$ cat config.mk
export PLATFORM = sky130hd
export DESIGN_NAME = regfile_wr_arbiter
export DESIGN_NICKNAME = d
export VERILOG_FILES = /design/src/rtl/regfile_wr_arbiter.sv
export SDC_FILE = /design/constraint.sdc
export NUM_CORES = 1
export LEC_CHECK = 0
export ABC_AREA = 1
export CORE_AREA = 2 2 78 80
export CTS_BUF_LIST = sky130_fd_sc_hd__clkbuf_4
export DETAILED_ROUTE_END_ITERATION = 12
export DIE_AREA = 0 0 80 82
export GPL_ROUTABILITY_DRIVEN = 0
export PLACE_DENSITY = 0.95
export SLEW_MARGIN = 20
export SYNTH_ARGS = -nofsm -noshare
export SYNTH_HDL_FRONTEND = slang
export SYNTH_SLANG_ARGS = --single-unit
$ cat constraint.sdc
create_clock -name clk -period 3.8 [get_ports clk]
set_input_delay 0.38 -clock clk [delete_from_list [all_inputs] [get_ports clk]]
set_output_delay 0.38 -clock clk [all_outputs]
set_load 0.1 [all_outputs]
$ cat src/rtl/regfile_wr_arbiter.sv
// Shares the register-file write port between CPU writeback and a host port; define RF_CLEAR_EN for the post-reset zeroing sweep.
// Accept at edge N drives rf_* for one cycle; fixed CPU priority, host forced through after HOST_MAX_WAIT denied cycles.
module regfile_wr_arbiter #(
  parameter int DATA_W        = 32,
  parameter int ADDR_W        = 5,
  parameter int NUM_REGS      = 32,
  parameter int HOST_MAX_WAIT = 4
) (
  input  logic              clk,
  input  logic              rst_n,
  input  logic              cpu_valid,
  input  logic [ADDR_W-1:0] cpu_addr,
  input  logic [DATA_W-1:0] cpu_data,
  output logic              cpu_ready,
  input  logic              host_valid,
  input  logic [ADDR_W-1:0] host_addr,
  input  logic [DATA_W-1:0] host_data,
  output logic              host_ready,
  output logic              rf_reg_write,
  output logic [ADDR_W-1:0] rf_rd_addr,
  output logic [DATA_W-1:0] rf_write_data,
  output logic              busy
);

  localparam logic [3:0] WAIT_MAX = 4'(HOST_MAX_WAIT);

  logic              arb_en;
  logic              host_gnt;
  logic              cpu_gnt;
  logic [3:0]        host_wait_q, host_wait_d;
  logic              rf_we_q, rf_we_d;
  logic [ADDR_W-1:0] rf_addr_q, rf_addr_d;
  logic [DATA_W-1:0] rf_data_q, rf_data_d;

  // $0 is hardwired and addresses past the last register do not exist.
  function automatic logic addr_writable(input logic [ADDR_W-1:0] a);
    return (a != '0) && (int'(a) < NUM_REGS);
  endfunction

`ifdef RF_CLEAR_EN
  typedef enum logic {CLR, ARB} state_t;
  localparam logic [ADDR_W-1:0] LAST_IDX = ADDR_W'(NUM_REGS - 1);

  state_t            state_q, state_d;
  logic [ADDR_W-1:0] clr_idx_q, clr_idx_d;
  logic              busy_q, busy_d;

  assign arb_en = rst_n && (state_q == ARB);
  assign busy   = busy_q;
`else
  assign arb_en = rst_n;
  assign busy   = 1'b0;
`endif

  // Readies are gated by rst_n so they read 0 the moment reset asserts.
  always_comb begin
    host_gnt = arb_en && host_valid && (!cpu_valid || (host_wait_q == WAIT_MAX));
    cpu_gnt  = arb_en && cpu_valid && !host_gnt;
  end

  assign cpu_ready  = cpu_gnt;
  assign host_ready = host_gnt;

  always_comb begin
    host_wait_d = 4'd0;
    if (host_valid && !host_gnt) begin
      host_wait_d = (host_wait_q == WAIT_MAX) ? host_wait_q : host_wait_q + 4'd1;
    end

    rf_we_d   = 1'b0;
    rf_addr_d = rf_addr_q;
    rf_data_d = rf_data_q;
    if (host_gnt) begin
      rf_we_d   = addr_writable(host_addr);
      rf_addr_d = host_addr;
      rf_data_d = host_data;
    end else if (cpu_gnt) begin
      rf_we_d   = addr_writable(cpu_addr);
      rf_addr_d = cpu_addr;
      rf_data_d = cpu_data;
    end

`ifdef RF_CLEAR_EN
    state_d   = state_q;
    clr_idx_d = clr_idx_q;
    busy_d    = busy_q;
    if (state_q == CLR) begin
      rf_we_d   = 1'b1;
      rf_addr_d = clr_idx_q;
      rf_data_d = '0;
      clr_idx_d = clr_idx_q + ADDR_W'(1);
      if (clr_idx_q == LAST_IDX) begin
        state_d = ARB;
        busy_d  = 1'b0;
      end
    end
`endif
  end

  always_ff @(posedge clk or negedge rst_n) begin
    if (!rst_n) begin
      host_wait_q <= 4'd0;
      rf_we_q     <= 1'b0;
      rf_addr_q   <= '0;
      rf_data_q   <= '0;
`ifdef RF_CLEAR_EN
      state_q     <= CLR;
      clr_idx_q   <= ADDR_W'(1);
      busy_q      <= 1'b1;
`endif
    end else begin
      host_wait_q <= host_wait_d;
      rf_we_q     <= rf_we_d;
      rf_addr_q   <= rf_addr_d;
      rf_data_q   <= rf_data_d;
`ifdef RF_CLEAR_EN
      state_q     <= state_d;
      clr_idx_q   <= clr_idx_d;
      busy_q      <= busy_d;
`endif
    end
  end

  assign rf_reg_write  = rf_we_q;
  assign rf_rd_addr    = rf_addr_q;
  assign rf_write_data = rf_data_q;

endmodule

==> results of run 1 <==
-- state kept, by name (all words and copies together), names as in the netlist --
| signal | flops |
|---|---|
| rf_write_data | 32 |
| host_wait_q | 4 |
| rf_rd_addr | 5 |
| rf_reg_write | 1 |
-- power breakdown --
| part | total (mW) | internal, mW | switching [mW] |
|---|---|---|---|
| Clock | 0.204 | 0.0661 | 0.138 |
| Combinational | 0.835 | 0.232 | 0.604 |
| Sequential | 0.550 | 0.508 | 0.0420 |
| Total | 1.59 | 0.806 | 0.783 |
-- synth_stat cells, types with 2 or more instances --
cell      number
nand2_1       73
dfrtp_1       42
buf_6          4
nand4_1        2
nand2_4        2
nor2_1         6
nand3_1      109
buf_1          2
ha_1           2
nand2_2        5
buf_4          5
buf_2          2
a21oi_1        2
nand3_2        5
clkbuf_1       9
inv_1         68
-- stage by stage --
step           hold WS (ns)  cell area [sq um]  total power, mW
3_5_place_dp         0.2106               3682            1.396
3_3_place_gp         0.2031               3682            1.380
2_1_floorplan       0.08441               2499            1.142
4_1_cts              0.3788               3741            1.598
5_1_grt              0.3790               3741            1.674
6_report             0.4034               3741            1.589
-- how the worst max path moves through the flow --
stage	startpoint	endpoint	slack (ns)
floorplan	host_wait_q[0]$_DFFE_PN0P_	cpu_ready	0.79
global placement	host_valid	cpu_ready	1.09
detailed placement	host_valid	cpu_ready	1.0
CTS	rst_n	cpu_ready	0.69
global route	rst_n	cpu_ready	0.50
finish	rst_n	cpu_ready	0.71
-- cell type report --
type | instances | area [sq um]
multi-input cells | 212 | 1046
repair buffers | 123 | 1234
well taps | 75 | 93.84
clock buffers | 5 | 37.54
fillers | 501 | 2004
inverters | 70 | 267.8
flip-flops and latches | 42 | 1051
clock inverters | 3 | 11.26
-- cells by family after synthesis --
kind of cell,Yosys count,synth area share
adder cells (fa/ha/maj),2,0.01001
AND/OR/NAND/NOR,204,0.3926
buffers and inverters,92,0.1607
other,1,0.001501
AO/OA/AOI/OAI,3,0.007512
XOR/XNOR,2,0.007012
flip-flops,42,0.4206
-- critical path, delay by kind of cell --
family                 cells  cell delay [ns]
and+or+nand+nor            3             1.08
buffers and inverters      5             1.24
-- routing by layer --
metal	vias up	part of all wire
met5	-	0
met4	0	0.0015
met3	2	0.062
met2	96	0.53
met1	1200	0.41
li1	1292	-
-- layout by cell type (no fill, tap or decap) --
master,synthesis,layout
nand4_1,2,2
nor3_1,1,1
buf_12,0,2
xor2_1,1,1
nand3_1,109,109
buf_2,2,1
clkbuf_4,0,5
nor2_1,6,6
nand2_2,5,5
nand3_2,5,5
a21oi_1,2,2
dlygate4sd3_1,0,1
buf_4,5,5
nand3_4,1,1
inv_1,68,68
nand2_4,2,2
nand2_1,73,73
o21ai_2,1,1
conb_1,1,1
clkinv_4,1,1
xnor2_1,1,1
inv_2,1,1
clkinv_1,0,3
dfrtp_1,42,42
clkdlybuf4s50_1,0,114
ha_1,2,2
==> metrics.md, run 1 <==
| Metric | Value |
|---|---|
| #FFs+latches synth | `42` |
| Site row count | `28` |
| Final Skew | `between 0.008 and 0.009 ns` |
| CTS Sinks | `42` |
| Worst-path clk slew | `0.12 ns` |
| Syn avg cell area | `between 7 and 8 sq um` |
| Met2 GRT Util | `0.4100` |
| Via count | `2590` |
| Vias in the first global route | `2621` |
| Sequential share of the synthesized area | `0.4206` |
| VDD IR max | `0.2354 mV` |
| Clock buffer depth | `2` |
| Crit. End Element | `primary output` |
| Die width | `80 microns` |
| Yosys cell types | `24` |
| HP Class | `in -> async` |
| IO Port Bufs | `117` |
| Ys async rst share | `1.000` |
| H-Tree Depth | `2` |
| Area Overhead vs Synth | `49.72%` |
| FF-to-FF setup slack | `1.77 ns` |
| WS Path Type | `in -> out` |
| Core area | `5746 sq um` |
| N_diodes | `0` |
| Number of flops mapped to enable cells by yosys | `0` |
| Number of max-cap violations | `0` |
| Reg2reg end | `rf_rd_addr[1]$_DFFE_PN0P_` |
| Fin. Hold Viols | `0` |
| Buffers inserted by post-CTS timing repair | `0` |
| Top cells by area, synth | `dfrtp_1, nand3_1, nand2_1` |
| DR iter-0 viols | `125` |
| DP Wirelength | `5.158 mm` |
| Pre-antenna DRT Iters | `4` |
| Finished Layout Cells | `530` |
| Post-route ant nets | `0` |
| R2R cell count | `8` |
| Outcome | `complete, no violations` |
| Largest net degree at the start of global routing | `41` |
| Unrepaired setup endpoints after global routing | `no` |
| Worst setup margin | `approximately 0.71 ns` |
| Root buf cell | `clkbuf_4` |
| Grt total ovfl | `0` |
| GRT Total Usage | `0.2230` |
| Total wire length | `6.880 mm` |
| Worst-margin pin slew | `1.007 ns` |
| Share of the synthesized area in the top cell type | `0.4206` |
| Die Y | `82 microns` |
| Final nets | `534` |
| Cell Pwr Density | `424.8 nW/um^2` |
| Setup slack at placement | `0.9993 ns` |
| Met3 usage | `0.05275` |
| Number of buffers created by CTS | `5` |
| Startpoint Class | `input pin` |
| Layout cells sized above 1 | `0.06374` |
| WL/cell | `12.98 microns` |
| P_leak | `a little under 2 nW` |
| Fin crit share | `0.8131` |
| Synth Net Count | `roughly 430` |
| CP arrival | `2.71 ns` |
| Synth area leader | `dfrtp_1` |
| Post-CTS Hold Fix Bufs | `1` |
| Critical Path, Cell by Cell | `dlygate4sd3_1 > buf_2 > nand2_1 > inv_2 > nand2_4 > clkinv_4 > nor2_1 > buf_12` |
| Global route hottest layer | `met2` |
| Initial antenna violation count | `0` |
| Most used DFF post-synth | `dfrtp_1` |
| Met1 Usage GRT | `0.2648` |
| Max Fclk | `around 320 MHz` |
| Vias/cell | `between 4 and 5` |
| Starting Density | `0.4349` |
| Number of synthesis warnings | `0` |
| First-pass GRT wire length | `11.52 mm` |
| Fin util | `0.6511` |
| Die ar. | `about 6600 sq um` |
| Worst path required time | `between 3 and 4 ns` |
| TNS Setup | `0 ns` |
| Crit-path max cell delay | `0.55 ns` |
| CTS tree | `yes` |
| Syn Std Cell Area | `2499 sq um` |
| Post-layout min period | `roughly 3.1 ns` |
| Post-Syn Instances | `346` |
| IO Count | `119` |
| Reg2reg start | `host_wait_q[0]$_DFFE_PN0P_` |
| Max Slew Vio Count | `0` |
| Slowest stage cell, crit path | `dlygate4sd3_1` |
| Worst skew pair latency | `0.35 ns` |
| Setup Viol. Count Final | `0` |
| Dpl cells | `521` |
| Slew HR | `0.3268` |
| DRC errors left | `0` |
| Crit Path Max Fanout | `40` |
| Post_cts resized | `0` |
(Power assumes the default switching activity.)
==> run 2: changes to the inputs <==
CORE_AREA = 2 2 81 83   (was 2 2 78 80)
DIE_AREA = 0 0 83 85   (was 0 0 80 82)
PLACE_DENSITY = 0.9   (was 0.95)
clock period = 2.88 ns   (was 3.8 ns; I/O delays follow)
==> run 2 against run 1 <==
Setup slack lost 0.36 ns; sequential power grew 33%; cell count grew 0.57%; power grew 32%; core utilization shrank 6.0 points; register-to-register slack lost 0.97 ns; first-iteration DRC count is the same; sequential cell count is the same; die area grew 7.5%; cell area shrank 1.9%.
==> metrics.md, run 2 (same netlist as run 1, synthesis figures left out) <==
| Metric | Value |
|---|---|
| Final Skew | `0.01583 ns (was 0.008894 ns)` |
| Core area | `6205 sq um (was 5746 sq um)` |
| First-pass GRT wire length | `12.01 mm (was 11.52 mm)` |
| WS Path Type | `in -> out (unchanged)` |
| CP arrival | `2.24 ns (was 2.71 ns)` |
| Fin util | `0.5915 (was 0.6511)` |
| Number of max-cap violations | `0 (unchanged)` |
| TNS Setup | `0 ns (unchanged)` |
| Commonest non-fill, non-tap cell in the layout | `nand3_1 (was clkdlybuf4s50_1)` |
| Min Hold Slack | `0.4181 ns (was 0.4034 ns)` |
| Worst skew pair latency | `0.35 ns (about the same)` |
| Die Y | `85 microns (was 82 microns)` |
| Site row count | `29 (was 28)` |
| Fin crit share | `0.8784` |
| Critical Path, Cell by Cell | `dlygate4sd3_1 > buf_2 > nand2_1 > inv_2 > nand2_4 > clkinv_4 > nor2_2 > buf_12 (was dlygate4sd3_1 > buf_2 > nand2_1 > inv_2 > nand2_4 > clkinv_4 > nor2_1 > buf_12)` |
| Worst-path clk slew | `0.13 ns (was 0.12 ns)` |
| Cell Pwr Density | `571.6 nW/um^2 (was 424.8 nW/um^2)` |
| Max Slew Vio Count | `0 (unchanged)` |
| Startpoint Class | `input pin (unchanged)` |
| DRC errors left | `0 (unchanged)` |
| Post-layout min period | `around 2.5 ns` |
| Crit-path max cell delay | `0.52 ns (was 0.55 ns)` |
| Fin. Hold Viols | `0 (unchanged)` |
| WL/cell | `13.19 microns (was 12.98 microns)` |
| Slowest stage cell, crit path | `dlygate4sd3_1 (unchanged)` |
| Outcome | `complete, no violations (unchanged)` |
| Grt total ovfl | `0 (unchanged)` |
| Vias/cell | `4.946 (was 4.887)` |
| Area Overhead vs Synth | `46.87% (was 49.72%)` |
| DR iter-0 viols | `125 (unchanged)` |
| N_diodes | `0 (unchanged)` |
| Vias in the first global route | `2619 (was 2621)` |
| Number of buffers created by CTS | `5 (unchanged)` |
| HP Class | `in -> async (unchanged)` |
| Pre-antenna DRT Iters | `4 (unchanged)` |
| Largest register FFs | `32 (unchanged)` |
| Top delay family on crit path | `buffers and inverters (unchanged)` |
| Initial antenna violation count | `0 (unchanged)` |
| Die width | `83 microns (was 80 microns)` |
| Setup Viol. Count Final | `0 (unchanged)` |
| Worst path required time | `2.59 ns (was 3.42 ns)` |
| Dpl cells | `525 (was 521)` |
| GRT Total Usage | `0.2059 (was 0.2230)` |
| Final nets | `536 (was 534)` |
| H-Tree Depth | `2 (unchanged)` |
| Unrepaired setup endpoints after global routing | `no (unchanged)` |
| CTS Sinks | `42 (unchanged)` |
| IO Count | `119 (unchanged)` |
| Starting Density | `0.4027 (was 0.4349)` |
| Via count | `2636 (was 2590)` |
| CTS tree | `yes (unchanged)` |
| IO Port Bufs | `117 (unchanged)` |
| Finished Layout Cells | `533 (was 530)` |
| Largest net degree at the start of global routing | `40 (was 41)` |
| Design area | `3670 sq um (was 3741 sq um)` |
| Bufs and invs on worst path | `5 (unchanged)` |
| Total wire length | `7.028 mm (was 6.880 mm)` |
| Crit Path Max Fanout | `22 (was 40)` |
| Most frequent cells in the layout | `nand3_1, clkdlybuf4s50_1, nand2_1 (was clkdlybuf4s50_1, nand3_1, nand2_1)` |
| Post-CTS Hold Fix Bufs | `1 (unchanged)` |
| Cell Area, Placed | `3607 sq um (was 3682 sq um)` |
| Buffers inserted by post-CTS timing repair | `0 (unchanged)` |
| Post-route ant nets | `0 (unchanged)` |
| Crit. End Element | `primary output (unchanged)` |
| Die ar. | `7055 sq um (was 6560 sq um)` |
| Layout cells sized above 1 | `0.1579 (was 0.06374)` |
| DP Wirelength | `5.202 mm (was 5.158 mm)` |
| Clock buffer depth | `2 (unchanged)` |
| Post_cts resized | `0 (unchanged)` |
| P_leak | `2.014 nW (was 1.957 nW)` |
| VDD IR max | `0.3274 mV (was 0.2354 mV)` |
| Root buf cell | `clkbuf_4 (unchanged)` |
| Max Fclk | `between 300 and 400 MHz` |
run 2: per-stage QoR:
step                total power, mW  setup slack (ns)
finish                        2.097            0.3503
global route                  2.202            0.1247
CTS                           2.113            0.2662
detailed placement            1.821            0.7568
global placement              1.805            0.8571
floorplan                     1.508            0.4335
run 2: layer usage:
metal  track usage  share of wire
met2        0.3585           0.49
met4       0.05365          0.011
met1        0.2564           0.42
met5             0              0
met3       0.05253          0.076
run 2: power by group:
group          total [mW]  leakage (nW)  switching [mW]  internal, mW
clock network       0.289        0.0322           0.178         0.111
logic                1.08          1.46           0.797         0.280
registers           0.731         0.518          0.0605         0.671
total                2.10          2.01            1.04          1.06
run 2: final timing paths:
path / slack [ns] / endpoint / start / cells after the start
max reg2reg: 0.80 / host_wait_q[2]$_DFFE_PN0P_ / host_wait_q[0]$_DFFE_PN0P_ / 8
max: 0.35 / cpu_ready / rst_n / 8
min in group clk: 0.53 / rf_write_data[15]$_DFFE_PN0P_ / rf_write_data[15]$_DFFE_PN0P_ / 2
min reg2reg: 0.53 / rf_write_data[15]$_DFFE_PN0P_ / rf_write_data[15]$_DFFE_PN0P_ / 2
max in group asynchronous: 1.77 / rf_write_data[8]$_DFFE_PN0P_ / rst_n / 3
min: 0.42 / host_wait_q[3]$_DFFE_PN0P_ / rst_n / 2
run 2: cell type report:
cell class	count	area [sq um]
fill	562	2535
sequential	42	1051
multi-input combinational	212	1049
inverter	70	267.8
tap	77	96.34
clock buffer	7	52.55
timing repair buffer	125	1154
==> run 3: changes to the inputs <==
ABC_CLOCK_PERIOD_IN_PS = 2880   (was unset)
==> results of run 3 <==
No change in the layout: final DEF, timing and power equal those of run 2.
